File: config.mk
export PLATFORM = sky130hd
export DESIGN_NAME = agu_bank
export DESIGN_NICKNAME = d
export VERILOG_FILES = /design/src/rtl/agu_bank.sv
export SDC_FILE = /design/constraint.sdc
export NUM_CORES = 1
export LEC_CHECK = 0
export ABC_AREA = 1
export CORE_ASPECT_RATIO = 1.25
export CORE_MARGIN = 3
export CORE_UTILIZATION = 63
export DETAILED_ROUTE_END_ITERATION = 12
export PLACE_DENSITY = 0.9
export SLEW_MARGIN = 20
export SYNTH_ARGS = -nofsm -noshare
export SYNTH_HDL_FRONTEND = slang
export SYNTH_SLANG_ARGS = --single-unit
File: constraint.sdc
create_clock -name clk -period 6.75 [get_ports clk]
set_input_delay 1.0125 -clock clk [delete_from_list [all_inputs] [get_ports clk]]
set_output_delay 1.0125 -clock clk [all_outputs]
set_load 0.005 [all_outputs]
File: src/rtl/agu_bank.sv
// Multi-register address generation unit: NREG address registers with whole/byte load,
// byte read-back, and address emit with post-increment, pre-decrement or signed-offset modify.
module agu_bank #(
  parameter int unsigned AW     = 16,
  parameter int unsigned DW     = 8,
  parameter int unsigned NREG   = 4,
  parameter int unsigned STRIDE = 1,
  localparam int unsigned NB    = AW / DW,
  localparam int unsigned SW    = (NREG > 1) ? $clog2(NREG) : 1,
  localparam int unsigned BW    = (NB > 1) ? $clog2(NB) : 1
) (
  input  logic          clk,
  input  logic          rst,
  input  logic [2:0]    op,
  input  logic [SW-1:0] sel,
  input  logic [BW-1:0] bsel,
  input  logic [AW-1:0] abi,
  input  logic [DW-1:0] dbi,
  output logic [AW-1:0] abo,
  output logic          abo_en,
  output logic [DW-1:0] dbo,
  output logic          dbo_en,
  output logic          wrap
);

  typedef enum logic [2:0] {
    OP_NOP      = 3'd0,
    OP_LOAD     = 3'd1,
    OP_WRB      = 3'd2,
    OP_RDB      = 3'd3,
    OP_EMIT     = 3'd4,
    OP_EMIT_INC = 3'd5,
    OP_EMIT_DEC = 3'd6,
    OP_ADD      = 3'd7
  } op_e;

  logic [AW-1:0] reg_q [NREG];
  logic [AW-1:0] reg_d [NREG];
  logic [AW-1:0] abo_q, abo_d;
  logic [DW-1:0] dbo_q, dbo_d;
  logic          abo_en_q, abo_en_d;
  logic          dbo_en_q, dbo_en_d;
  logic          wrap_q, wrap_d;

  logic [AW-1:0] cur;
  logic          sel_ok;
  logic [DW-1:0] lane;
  logic          lane_ok;
  logic [AW-1:0] wrb_val;
  logic [AW:0]   inc_sum;
  logic [AW-1:0] dec_val;
  logic [AW:0]   add_sum;
  logic [AW-1:0] wr_val;
  logic          wr_en;

  // Operand selection, modify arithmetic and next-state decode
  always_comb begin
    reg_d    = reg_q;
    abo_d    = abo_q;
    dbo_d    = dbo_q;
    abo_en_d = 1'b0;
    dbo_en_d = 1'b0;
    wrap_d   = 1'b0;
    cur      = '0;
    sel_ok   = 1'b0;
    lane     = '0;
    lane_ok  = 1'b0;
    wr_val   = '0;
    wr_en    = 1'b0;

    for (int unsigned r = 0; r < NREG; r++) begin
      if (32'(sel) == r) begin
        cur    = reg_q[r];
        sel_ok = 1'b1;
      end
    end

    wrb_val = cur;
    for (int unsigned b = 0; b < NB; b++) begin
      if (32'(bsel) == b) begin
        lane                 = cur[b*DW +: DW];
        lane_ok              = 1'b1;
        wrb_val[b*DW +: DW]  = dbi;
      end
    end

    inc_sum = {1'b0, cur} + (AW+1)'(STRIDE);
    dec_val = cur - AW'(STRIDE);
    // Offset is sign-extended; carry out means wrap for positive, no-carry means borrow for negative
    add_sum = {1'b0, cur} + {1'b0, AW'($signed(dbi))};

    if (sel_ok) begin
      case (op_e'(op))
        OP_LOAD: begin
          wr_en  = 1'b1;
          wr_val = abi;
        end
        OP_WRB: begin
          wr_en  = lane_ok;
          wr_val = wrb_val;
        end
        OP_RDB: begin
          dbo_d    = lane_ok ? lane : '0;
          dbo_en_d = 1'b1;
        end
        OP_EMIT: begin
          abo_d    = cur;
          abo_en_d = 1'b1;
        end
        OP_EMIT_INC: begin
          abo_d    = cur;
          abo_en_d = 1'b1;
          wr_en    = 1'b1;
          wr_val   = inc_sum[AW-1:0];
          wrap_d   = inc_sum[AW];
        end
        OP_EMIT_DEC: begin
          abo_d    = dec_val;
          abo_en_d = 1'b1;
          wr_en    = 1'b1;
          wr_val   = dec_val;
          wrap_d   = (cur < AW'(STRIDE));
        end
        OP_ADD: begin
          wr_en  = 1'b1;
          wr_val = add_sum[AW-1:0];
          wrap_d = dbi[DW-1] ? ~add_sum[AW] : add_sum[AW];
        end
        default: ;
      endcase
    end

    for (int unsigned r = 0; r < NREG; r++) begin
      if (wr_en && (32'(sel) == r)) reg_d[r] = wr_val;
    end
  end

  always_ff @(posedge clk) begin
    if (rst) begin
      reg_q    <= '{default: '0};
      abo_q    <= '0;
      dbo_q    <= '0;
      abo_en_q <= 1'b0;
      dbo_en_q <= 1'b0;
      wrap_q   <= 1'b0;
    end else begin
      reg_q    <= reg_d;
      abo_q    <= abo_d;
      dbo_q    <= dbo_d;
      abo_en_q <= abo_en_d;
      dbo_en_q <= dbo_en_d;
      wrap_q   <= wrap_d;
    end
  end

  assign abo    = abo_q;
  assign abo_en = abo_en_q;
  assign dbo    = dbo_q;
  assign dbo_en = dbo_en_q;
  assign wrap   = wrap_q;

endmodule

==> impl_metrics.env <==
export IMPL_outcome="complete, no violations"
export IMPL_cts_buffers=9
export IMPL_crit_type="in2reg"
export IMPL_overflow=0
export IMPL_seq_area_frac_synth_pct=28.2
export IMPL_root_buffer="clkbuf_16"
export IMPL_die_area_um2=11500
export IMPL_wire_per_inst_um=18.7
export IMPL_fin_nets=1053
export IMPL_ir_drop_mv=0.137
export IMPL_seq_area_um2=1820
export IMPL_antenna_found_initial=0
export IMPL_power_switching_uw=518
export IMPL_clock_sinks=91
export IMPL_async_flop_share_pct=0
export IMPL_setup_viol=0
export IMPL_coreArea_um2=9810
export IMPL_synth_cell_types=50
export IMPL_finalNonFillerCells=1129
export IMPL_syn_nets=1022
export IMPL_grt_pass1_vias=6555
export IMPL_hp_class="reg2reg"
export IMPL_pwr_share_seq_pct=38.7
export IMPL_start_kind="input pin"
export IMPL_max_cap_viol_count=0
export IMPL_finalCritPeriodShare_pct=72.8
export IMPL_cts_buffer_depth=2
export IMPL_min_period_ns=4.91
export IMPL_hold_slack_ns=0.510
export IMPL_start_util_pct=65.9
export IMPL_slowest_delay_ns=0.93
export IMPL_clkPwrFrac_pct=33.9
export IMPL_fmax_mhz=204
export IMPL_hold_viol_final=0
export IMPL_power_density_nw_per_um2=210
export IMPL_worst_pin_slew_ns=1.10
export IMPL_antennaDiodeCount=0
export IMPL_viasPerCell=6.31
export IMPL_synth_main_ff_cell="dfxtp_1"
export IMPL_crit_fanout=20
export IMPL_drc=0
export IMPL_crit_path_end_kind="flop"
export IMPL_synth_area_top_cells="dfxtp_1, o21ai_0, nand2_1, nor2_1, a21oi_1"
export IMPL_fin_total_pwr_mw=1.53
export IMPL_finalInstanceArea_um2=7290
export IMPL_drtPass1Iterations=6
export IMPL_total_leakage_power_nw=3.23
export IMPL_boundaryPins=59
export IMPL_rsz0062_at_grt="no"
export IMPL_placed_area_um2=6980
export IMPL_clkLatencyLatePin_ns=0.34
export IMPL_synth_edf_count=0
export IMPL_place_gp_congestion=1.00
export IMPL_netlist_top_cell_by_area="dfxtp_1"
export IMPL_slew_viol_final=0
export IMPL_io_buffer_count=58
export IMPL_syn_inst=967
export IMPL_final_antenna_net_count=0
export IMPL_drive_gt1_share_pct=11.9
export IMPL_grt_pass1_wl_mm=32.9
export IMPL_rows=40
export IMPL_syn2layout_area_growth_pct=12.8
export IMPL_route_vias_total=7119
export IMPL_cts_tree="built"
export IMPL_synth_common_cells="nand2_1, o21ai_0, nor2_1"
export IMPL_yosysTopAreaCellShare_pct=28.2
export IMPL_die_h_um=119
export IMPL_crit_chain="clkdlybuf4s50_1 > inv_4 > nor2_1 > nand2_1 > nand3_2 > nand2_2 > inv_2 > ha_1 > fa_1 > nand2_1 > inv_1 > nand2_1 > nand2_1 > nand3_1 > nand2_1 > inv_1 > o21ai_0 > or2_2 > a21oi_1 > nand3_1 > nor2_1 > nor2_1"
export IMPL_dp_cells=1113
export IMPL_die_w_um=96.6
export IMPL_cts_resized=0
export IMPL_synth_most_common_cell="nand2_1"
export IMPL_grt_max_degree=77
export IMPL_clkTransAtPathRegs_ns=0.07
export IMPL_grt_util_all_layers_pct=35.3
export IMPL_crit_slowest_cell="clkdlybuf4s50_1"
export IMPL_drt_iter0_drc=870
export IMPL_worst_path_most_repeated_cell="nand2_1"
export IMPL_skew_ns=0.00621
export IMPL_multi_input_area_um2=4020
export IMPL_wirelength_mm=21.2
export IMPL_htree_levels=3
export IMPL_required_ns=6.98
export IMPL_p_int_mw=1.01
export IMPL_slew_limit_headroom_pct=26.8
export IMPL_sw_frac_of_total_pct=33.9
export IMPL_synth_seq_cells=91
export IMPL_syn_area_um2=6460
export IMPL_n_fill_cell=792
export IMPL_cts_hold_buf=0
export IMPL_syn_avg_cell_area_um2=6.69
export IMPL_critPathArrivalTime_ns=5.14
export IMPL_hpwlAfterDp_mm=15.6
export IMPL_yosys_warnings=0
export IMPL_tns_ns=0
export IMPL_post_cts_buffers=0
export IMPL_combPwrFrac_pct=27.4
## final cells by class
class                      count  area share [%]
clock buffer                  11            3.33
clock inverter                 5           0.824
tap                          126            2.16
multi-input combinational    738            55.2
timing repair buffer          63            8.48
inverter                      95            5.03
sequential                    91            25.0
## worst max-delay path, delay by kind of cell
kind	cells	cell delay (ns)
fa+ha+maj	2	0.65
buf+inv	5	1.57
simple gates	13	1.59
compound gates	2	0.33
## power groups by stage
stage	Sequential (mW)	Clock, mW	Combinational (mW)
6_report	0.592	0.518	0.419
3_5_place_dp	0.602	0	0.404
3_3_place_gp	0.601	0	0.401
2_1_floorplan	0.597	0	0.283
4_1_cts	0.590	0.515	0.408
5_1_grt	0.594	0.532	0.456
## through the flow
stage	util, %	setup slack (ns)
floorplan	-	3.23
detailed placement	71.2	1.57
finish	74.3	1.84
global route	74.3	1.56
global placement	71.2	1.68
CTS	74.3	1.91
## cell usage in the layout (no fill, tap or decap), types with 3 or more instances in the layout
cell	synthesis	layout
nand2_1	154	154
o21bai_1	14	14
nor2_2	19	22
nand3_1	75	75
buf_4	2	5
o211ai_1	12	12
nand4_1	13	13
inv_1	80	80
a31oi_1	14	14
a21oi_1	79	79
dfxtp_1	91	91
or2_2	5	5
nor2_4	5	5
clkinv_1	3	3
nand2_2	17	17
o21ai_0	128	128
nand2_4	4	4
clkdlybuf4s50_1	0	58
clkbuf_16	0	9
inv_2	8	8
ha_1	22	22
nor2_1	119	116
nand3_2	17	17
inv_4	4	4
o21ai_2	3	3
nand4_2	5	5
## per-layer routing
metal	vias to the layer above	wire length, um	track usage (%)
met4	0	1210	21.2
met2	435	10200	59.4
met3	100	1640	4.75
met1	3251	8120	42.5
met5	-	0	0
li1	3333	-	-
## kinds of logic after synthesis
group	Yosys count	share of synthesized area, %
flops	91	28.2
buf+inv	138	9.72
fa+ha+maj	23	4.57
simple gates	447	34.5
compound gates	266	22.7
xor+xnor	2	0.271
## registers in the layout, summed over array words and instances (netlist names)
register and flops:
abo 16, abo_en 1, dbo 8, dbo_en 1, reg_q 64, wrap 1
## path summary, 6_finish.rpt
check                  from   endpoint  slack, ns  depth (start not counted)
hold reg to reg      dbo[2]     dbo[2]       0.51                          2
setup / recovery     sel[1]  reg_q[24]       1.84                         22
setup reg to reg  reg_q[32]  reg_q[24]       3.58                         19
hold / removal       dbo[2]     dbo[2]       0.51                          2
Note: power is estimated with default switching activity, not from simulation.
